### config.mk
export PLATFORM = sky130hd
export DESIGN_NAME = sysu_scan_mux
export DESIGN_NICKNAME = d
export VERILOG_FILES = /design/src/rtl/sysu_mux_pkg.sv /design/src/rtl/sysu_scan_counter.sv /design/src/rtl/sysu_scan_mux.sv
export SDC_FILE = /design/constraint.sdc
export NUM_CORES = 1
export LEC_CHECK = 0
export ABC_AREA = 1
export CAP_MARGIN = 20
export CORE_ASPECT_RATIO = 1.75
export CORE_MARGIN = 3
export CORE_UTILIZATION = 30
export CTS_BUF_LIST = sky130_fd_sc_hd__clkbuf_2
export DETAILED_ROUTE_END_ITERATION = 6
export GPL_ROUTABILITY_DRIVEN = 0
export GPL_TIMING_DRIVEN = 0
export SYNTH_ARGS = -nofsm -noshare
export SYNTH_HDL_FRONTEND = slang
export SYNTH_SLANG_ARGS = --single-unit
### constraint.sdc
create_clock -name CLK -period 1.2 [get_ports CLK]
set_input_delay 0.24 -clock CLK [delete_from_list [all_inputs] [get_ports CLK]]
set_output_delay 0.24 -clock CLK [all_outputs]
set_load 0.005 [all_outputs]
### src/rtl/sysu_mux_pkg.sv
// Shared constants and helpers for the scanning multi-channel selector.
package sysu_mux_pkg;

  localparam logic MODE_MANUAL = 1'b0;
  localparam logic MODE_AUTO   = 1'b1;

  // Ceiling log2 for sizing select and prescaler registers.
  function automatic int clog2(input int value);
    int bits;
    bits = 0;
    for (int i = 0; i < 32; i++) begin
      if ((1 << bits) < value) begin
        bits = bits + 1;
      end
    end
    return bits;
  endfunction

endpackage

### src/rtl/sysu_scan_counter.sv
// Select index register: loads the manual select or steps through 0..N-1
// under a DIV-clock prescaler in auto-scan mode.
module sysu_scan_counter
  import sysu_mux_pkg::*;
#(
  parameter  int N    = 4,
  parameter  int DIV  = 4,
  localparam int SELW = clog2(N)
) (
  input  logic            CLK,
  input  logic            RST,
  input  logic            MODE,
  input  logic            HOLD,
  input  logic [SELW-1:0] SEL,
  output logic [SELW-1:0] idx,
  output logic            STEP
);

  localparam int PW_RAW = clog2(DIV);
  localparam int PW     = (PW_RAW < 1) ? 1 : PW_RAW;

  localparam logic [PW-1:0]   P_MAX   = PW'(DIV - 1);
  localparam logic [SELW-1:0] IDX_MAX = SELW'(N - 1);
  localparam logic [SELW:0]   N_W     = (SELW + 1)'(N);

  logic [PW-1:0]   p_d, p_q;
  logic [SELW-1:0] idx_d, idx_q;
  logic            step_d, step_q;
  logic            sel_in_range;

  assign sel_in_range = ({1'b0, SEL} < N_W);

  // Next prescaler/index/step values for manual load, hold, or scan step.
  always_comb begin
    // NOTE: every output gets a default first, so no path leaves a latch.
    p_d    = p_q;
    idx_d  = idx_q;
    step_d = 1'b0;
    if (MODE == MODE_MANUAL) begin
      p_d   = '0;
      idx_d = sel_in_range ? SEL : '0;
    end else if (!HOLD) begin
      if (p_q == P_MAX) begin
        p_d    = '0;
        idx_d  = (idx_q == IDX_MAX) ? '0 : idx_q + SELW'(1);
        step_d = 1'b1;
      end else begin
        p_d = p_q + PW'(1);
      end
    end
  end

  // State registers; asynchronous reset clears prescaler, index and pulse.
  always_ff @(posedge CLK or posedge RST) begin
    // NOTE: non-blocking assignments keep all flops updating from pre-edge values.
    if (RST) begin
      p_q    <= '0;
      idx_q  <= '0;
      step_q <= 1'b0;
    end else begin
      p_q    <= p_d;
      idx_q  <= idx_d;
      step_q <= step_d;
    end
  end

  assign idx  = idx_q;
  assign STEP = step_q;

endmodule

### src/rtl/sysu_scan_mux.sv
// Registered CH-channel N:1 selector with manual or auto-scan select and
// per-channel active-low enables.
module sysu_scan_mux
  import sysu_mux_pkg::*;
#(
  parameter  int CH   = 2,
  parameter  int N    = 4,
  parameter  int W    = 4,
  parameter  int DIV  = 4,
  localparam int SELW = clog2(N)
) (
  input  logic                CLK,
  input  logic                RST,
  input  logic                MODE,
  input  logic [SELW-1:0]     SEL,
  input  logic                HOLD,
  input  logic [CH-1:0]       E_n,
  input  logic [CH*N*W-1:0]   D,
  output logic [CH*W-1:0]     Y,
  output logic [SELW-1:0]     SEL_Q,
  output logic                STEP
);

  localparam logic [SELW:0] N_W = (SELW + 1)'(N);

  logic [SELW-1:0] idx;
  logic [SELW-1:0] sel_eff;
  logic            sel_ok;

  sysu_scan_counter #(
    .N   (N),
    .DIV (DIV)
  ) u_counter (
    .CLK  (CLK),
    .RST  (RST),
    .MODE (MODE),
    .HOLD (HOLD),
    .SEL  (SEL),
    .idx  (idx),
    .STEP (STEP)
  );

  // Manual mode selects straight from SEL; auto mode uses the stored index.
  assign sel_eff = (MODE == MODE_MANUAL) ? SEL : idx;
  assign sel_ok  = ({1'b0, sel_eff} < N_W);
  assign SEL_Q   = idx;

  for (genvar c = 0; c < CH; c++) begin : g_ch
    logic [W-1:0] d_ch [N];
    logic [W-1:0] y_d, y_q;

    for (genvar i = 0; i < N; i++) begin : g_in
      assign d_ch[i] = D[(c*N + i)*W +: W];
    end

    // Pick the selected input, forcing zero when disabled or out of range.
    always_comb begin
      y_d = '0;
      if (!E_n[c] && sel_ok) begin
        y_d = d_ch[sel_eff];
      end
    end

    // Output register for this channel.
    always_ff @(posedge CLK or posedge RST) begin
      if (RST) begin
        y_q <= '0;
      end else begin
        y_q <= y_d;
      end
    end

    assign Y[c*W +: W] = y_q;
  end

endmodule

==> results by group, run 1 <==
Clock network
  – CTS root buf: clkbuf_2
  – CTS tree: built
  – H-tree lvl count: 1
  – Clock sink count: 13
  – Clock buffer depth: 2
  – Clock Pin Slew Worst Setup and Hold Paths: approximately 0.12 ns
  – Worst-skew pair later-pin latency: ~0.28 ns
  – CTS Buf Count: 3

Critical path
  – RR Startpoint: u_counter.idx[1]
  – End of the critical path: g_ch[1].y_q[3]
  – Crit-path max FO: 4
  – Reg2reg end: g_ch[1].y_q[3]
  – Setup slack, reg-to-reg: ~0.0076 ns
  – CP startpoint kind: flip-flop
  – CP Data Arrival Time: around 1.4 ns
  – Crit. Startpoint: u_counter.idx[1]
  – Required @ worst endpoint: about 1.4 ns
  – CP Capture Type: flip-flop
  – Setup CP Type: flip-flop to flip-flop
  – Critical-path cell list: buf_6, nand2_4, inv_2, nor2_4, buf_4, nand3_1, a21oi_1
  – R2R cell count: 7
  – CP max-delay cell: dfrtp_1
  – Crit path largest cell delay: 0.40 ns

Final layout
  – Reg area: 325 um2
  – Fillers: between 200 and 300
  – Final instance count without filler cells: between 200 and 250
  – Cell area after layout: around 1600 um2
  – Area of the multi-input gates: about 550 um2
  – Fin nets: between 200 and 250
  – Layout cells sized above 1: 0.230
  – Synth-to-Final Area Change: 76.8%
  – Antenna diode count: 0

Synthesis
  – Register bit total from synthesis: 13
  – Syn Nets: around 170
  – Most instantiated cells after synthesis: inv_1, nand3_1, nand2_1
  – Cell taking the most area after synthesis: dfrtp_1
  – Synth unique cells: 20
  – Synth top area share: 0.353
  – Post-synth ARST share: 1.00
  – Most used flip-flop cell after synthesis: dfrtp_1
  – Post-Syn Instances: between 100 and 150
  – Area contributors post-synth: dfrtp_1, nand3_1, inv_1, nand2_1, nand3b_1
  – Synthesized cell area: roughly 920 um2
  – Post-synth EDFFs: 0
  – Yosys warns: 0
  – Most numerous cell in the Yosys netlist: inv_1
  – Mean Syn Cell Area: 7.31 um2
  – Sequential share of the synthesized area: 0.353

Timing
  – Count of final setup violators: 0
  – Tcrit/Tclk final: 0.994
  – Slew Limit Fails: 0
  – Worst Max-Slew Pin Slew: about 0.47 ns
  – Final hold violations: 0
  – Final clock skew: about 0.0071 ns
  – Period minus WS final: around 1.2 ns
  – Fmax: 839 MHz
  – RSZ-0062 raised after global routing: yes
  – Relative slew slack: 0.687

Detailed routing
  – Via density per instance: 4.73
  – Drt wl/cell: between 10 and 15 um
  – Number of DRC markers in iteration 0: 20
  – Antenna Nets Post-Route: 0
  – Total number of vias: ~1000
  – TritonRoute pass-1 iters: 4
  – Drt total wl: 2630 um
  – Residual DRC: 0

Floorplanning
  – Rows: 26
  – Width of the die: approximately 48 um
  – Initial Utilization: 0.315
  – DIE HEIGHT: around 79 um
  – Die area: between 3000 and 4000 um2
  – IO Pins: roughly 50
  – Area of the core: 2930 um2

Placed design
  – Post-Place Cells: just over 200
  – IO buf count: a little under 50
  – HPWL after DPL: roughly 2100 um
  – DP Area: about 1400 um2

Power and ir drop
  – VDD IR max: about 0.31 mV
  – Pwr/cell area: 805 nW/um2
  – Static leakage: around 0.85 nW

Worst hold path
  – Hold Path Origin: MODE
  – Hold Path Class: input port to flip-flop

Global route
  – Vias in the first global route: 972
  – Initial antenna violation count: 0
  – GRT Total Usage: 0.143
  – First-pass GRT wire length: around 4000 um
  – Largest net degree at the start of global routing: 18
  – Grt total ovfl: 0

Job
  – Max-cap check violation count: 0

Status
  – Status: completed
==> power breakdown <==
group,switching (mW),leakage (nW),internal [mW]
clock network,0.136,0.0166,0.0884
registers,0.0152,0.168,0.483
logic,0.272,0.669,0.315
==> worst min path at each step <==
stage | to | slack, ns | depth (start not counted)
6_report | u_counter.p_q[1] | 0.25 | 3
5_1_grt | u_counter.p_q[1] | 0.25 | 3
4_1_cts | u_counter.p_q[1] | 0.25 | 3
3_5_place_dp | u_counter.idx[0] | 0.52 | 1
3_3_place_gp | u_counter.p_q[1] | 0.50 | 2
2_1_floorplan | g_ch[0].y_q[0] | 0.12 | 1
==> placed cells by master, fill, tap and decap left out, types with 3 or more instances in the layout <==
cell / count
clkbuf_2: 4
buf_4: 7
dlygate4sd2_1: 10
nor2_1: 5
nand3_1: 14
nand2_1: 18
nand3b_1: 8
clkdlybuf4s50_1: 37
inv_1: 29
a21oi_1: 4
nand2_8: 3
dfrtp_1: 13
a21oi_2: 6
buf_6: 4
nand3_2: 11
==> state kept, by name, summed over array words and instances (netlist names) <==
signal,cells
g_ch.y_q,8
u_counter.p_q,2
u_counter.idx,2
u_counter.STEP,1
==> routing by layer <==
layer / vias to the layer above / routed length [um] / global-route usage
met5: - / 0 / 0
met1: 462 / 936 / 0.153
met3: 5 / 127 / 0.0136
met2: 37 / 1520 / 0.257
met4: 0 / 46 / 0.0647
li1: 514 / - / -
==> cells by family (layout without fill, tap and decap cells) <==
| logic type | Yosys count | count (layout) | share of synthesized area |
|---|---|---|---|
| xor gates and xnor gates | 1 | 1 | 0.00951 |
| buffers and inverters | 35 | 95 | 0.171 |
| and+or+nand+nor | 63 | 63 | 0.374 |
| AOI/OAI and AO/OA | 13 | 14 | 0.0788 |
| adders and majority gates | 1 | 1 | 0.0136 |
| DFF | 13 | 13 | 0.353 |
==> cell type report <==
| cell class | instances | share of cell area |
|---|---|---|
| multi-input cells | 79 | 0.338 |
| clock buffers | 4 | 0.0123 |
| well taps | 28 | 0.0215 |
| plain buffers | 3 | 0.0208 |
| flip-flops and latches | 13 | 0.200 |
| inverters | 31 | 0.0730 |
| repair buffers | 57 | 0.334 |
==> critical path, delay by kind of cell, from the launching register on <==
kind	cells	cell delay (ns)
flops	1	0.40
compound gates	1	0.13
simple gates	3	0.28
buf+inv	3	0.32
==> timing repair <==
action,in CTS,in global routing
hold buffers,0,0
endpoints found under the setup margin,18,11
resized for setup,27,12
gates cloned,0,1
pin swaps,7,1
buffers inserted,6,2
==> metrics by stage <==
stage	setup slack [ns]	hold WS [ns]	TNS [ns]	total power, mW	utilization
floorplan	0.134	0.117	0	0.742	-
detailed placement	-0.327	0.521	-2.96	1.00	0.494
finish	0.00757	0.251	0	1.31	0.556
global route	-0.0466	0.246	-0.241	1.39	0.556
global placement	-0.311	0.500	-2.77	0.994	0.494
CTS	0.00276	0.248	0	1.27	0.533
No activity file was read; power rests on OpenSTA's default activity.
==> inputs of run 2 (changes only) <==
- GPL_ROUTABILITY_DRIVEN: 0 -> not set
- HOLD_SLACK_MARGIN: not set -> 0.05
==> results of run 2 <==
Final layout, timing and power as in run 1 (identical DEF).
==> inputs of run 3 (changes only) <==
- CAP_MARGIN: 20 -> 30
- clock period: 1.2 -> 1.54 ns (I/O delays scaled with it)
==> run 3 against run 2 <==
- via count down 3.8%
- clock power down 24%
- combinational power down 35%
- critical path depth down 6
- sequential power down 21%
- count of clock-buffer cells in the layout unchanged
- worst hold slack better by 0.046 ns
- critical path type is now flip-flop to output port
==> results by group, run 3 (synthesis gave the netlist of run 1 again) <==
Final layout
  – Max FFs per register: 8 (unchanged)
  – Biggest register: g_ch.y_q
  – Area of the multi-input gates: 438 um2 (-20%)
  – Synth-to-Final Area Change: 60.3%
  – Fillers: 303 (+2.7%)
  – Fin nets: 222 (-3.1%)
  – Antenna diode count: 0 (unchanged)
  – Layout cells sized above 1: 0.100 (-0.130)
  – Commonest non-fill, non-tap cells in the layout: clkdlybuf4s50_1, inv_1, nand3_1
  – Most common cell after layout, fill and taps aside: clkdlybuf4s50_1
  – Reg area: 325 um2 (unchanged)

Worst hold path
  – Hold worst-path end: u_counter.p_q[1]
  – Hold Path Class: input port to flip-flop
  – Hold Crit Depth: 3 (unchanged)
  – Hold Path Origin: MODE

Critical path
  – Required @ worst endpoint: 1.23 ns (-0.18 ns)
  – CP Capture Type: output port
  – CP Buf/Inv Count: 1 (-2)
  – Critical path depth in cells: 1 (-6)
  – CP Data Arrival Time: 1.12 ns (-0.28 ns)
  – Crit path largest cell delay: 0.50 ns (+0.10 ns)
  – R2R cell count: 7 (unchanged)
  – RR Startpoint: u_counter.idx[0]
  – Setup CP Type: flip-flop to output port
  – CP max-delay cell: clkdlybuf4s50_1
  – Critical-path cell list: clkdlybuf4s50_1
  – CP startpoint kind: flip-flop
  – Reg2reg end: g_ch[1].y_q[2]
  – Crit-path max FO: 2 (-2)
  – Setup slack, reg-to-reg: 0.24 ns (+0.23 ns)
  – CP top delay family: buffers and inverters

Clock network
  – CTS tree: built
  – Clock sink count: 13 (unchanged)
  – H-tree lvl count: 1 (unchanged)
  – CTS root buf: clkbuf_2
  – # hold bufs at CTS: 0 (unchanged)
  – Worst-skew pair later-pin latency: 0.27 ns (about the same)
  – Clock Pin Slew Worst Setup and Hold Paths: 0.11 ns (about the same)
  – CTS Buf Count: 3 (unchanged)
  – Clock buffer depth: 2 (unchanged)

Placed design
  – Final RePlAce weighted congestion: 0.841
  – HPWL after DPL: 2060 um (unchanged)
  – IO buf count: 49 (unchanged)

Timing
  – Hold WS: 0.297 ns (+0.0463 ns)
  – Tcrit/Tclk final: 0.926
  – Fmax: roughly 700 MHz
  – Period minus WS final: approximately 1.4 ns
  – Relative slew slack: 0.685 (-0.00161)
  – Final clock skew: 0.00383 ns (-0.00329 ns)
  – Count of final setup violators: 0 (unchanged)
  – Final hold violations: 0 (unchanged)
  – RSZ-0062 raised after global routing: no
  – Slew Limit Fails: 0 (unchanged)
  – Worst Max-Slew Pin Slew: 0.472 ns (+0.00241 ns)

Floorplanning
  – Area of the core: 2930 um2 (unchanged)
  – DIE HEIGHT: 79.3 um (unchanged)
  – IO Pins: 51 (unchanged)
  – Die area: 3800 um2 (unchanged)
  – Width of the die: 47.9 um (unchanged)
  – Initial Utilization: 0.315 (unchanged)
  – Rows: 26 (unchanged)

Global route
  – Vias in the first global route: 938 (-3.5%)
  – Largest net degree at the start of global routing: 14 (-4)
  – First-pass GRT wire length: 3820 um (-4.2%)
  – Grt total ovfl: 0 (unchanged)
  – Initial antenna violation count: 0 (unchanged)
  – GRT Total Usage: 0.137 (-0.00598)

Power and ir drop
  – Static leakage: 0.765 nW (-10%)
  – Total power: 0.948 mW (-28%)
  – Pwr/cell area: 642 nW/um2 (-20%)
  – VDD IR max: 0.245 mV (-20%)

Detailed routing
  – Number of DRC markers in iteration 0: 15 (-25%)
  – Via density per instance: 4.71 (-0.59%)
  – Antenna Nets Post-Route: 0 (unchanged)
  – Drt wl/cell: 11.7 um (-4.7%)
  – Total number of vias: 979 (-3.8%)
  – Residual DRC: 0 (unchanged)
  – Drt total wl: 2430 um (-7.8%)
  – TritonRoute pass-1 iters: 4 (unchanged)

Job
  – Max-cap check violation count: 0 (unchanged)

Status
  – Status: completed
==> run 3: power by group <==
group / internal, mW / total, mW / switching, mW
sequential: 0.377 / 0.392 / 0.0152
combinational: 0.218 / 0.385 / 0.167
clock: 0.0689 / 0.171 / 0.103
==> run 3: stage by stage <==
stage                     setup slack (ns)   util  cell area (um2)  instances  setup TNS (ns)
after global routing                0.0525  0.504             1480        208               0
after detailed placement           -0.0554  0.494             1450        203          -0.313
final                                0.114  0.504             1480        208               0
after floorplan                      0.474      -              921        126               0
after global placement             -0.0387  0.494             1450        203          -0.182
after CTS                          0.00102  0.501             1470        207               0
==> run 3: final cells by class <==
class / instances / share of cell area
Timing Repair Buffer: 50 / 0.339
Multi-Input combinational cell: 78 / 0.297
Sequential cell: 13 / 0.220
Inverter: 31 / 0.0805
Buffer: 4 / 0.0263
Tap cell: 28 / 0.0237
Clock buffer: 4 / 0.0136
==> run 3: worst max path at each step <==
| stage | to | slack (ns) | startpoint |
|---|---|---|---|
| CTS | SEL_Q[0] | 0.001 | u_counter.idx[0] |
| detailed placement | g_ch[0].y_q[1] | -0.06 | SEL[1] |
| finish | SEL_Q[0] | 0.11 | u_counter.idx[0] |
| global route | Y[6] | 0.05 | g_ch[1].y_q[2] |
| floorplan | g_ch[0].y_q[2] | 0.47 | u_counter.idx[0] |
| global placement | g_ch[0].y_q[1] | -0.04 | SEL[1] |
==> run 3: repair_timing <==
| action | 4_1_cts | 5_1_grt |
|---|---|---|
| buffers inserted | 0 | 1 |
| endpoints found under the setup margin | 0 | 2 |
| resized for setup | 0 | 1 |
==> run 3: routing by layer <==
layer | vias to the layer above | GRT usage | part of all wire
li1 | 498 | - | -
met4 | 0 | 0.0836 | 0.035
met3 | 9 | 0.0136 | 0.050
met5 | - | 0 | 0
met2 | 41 | 0.233 | 0.56
met1 | 431 | 0.149 | 0.36
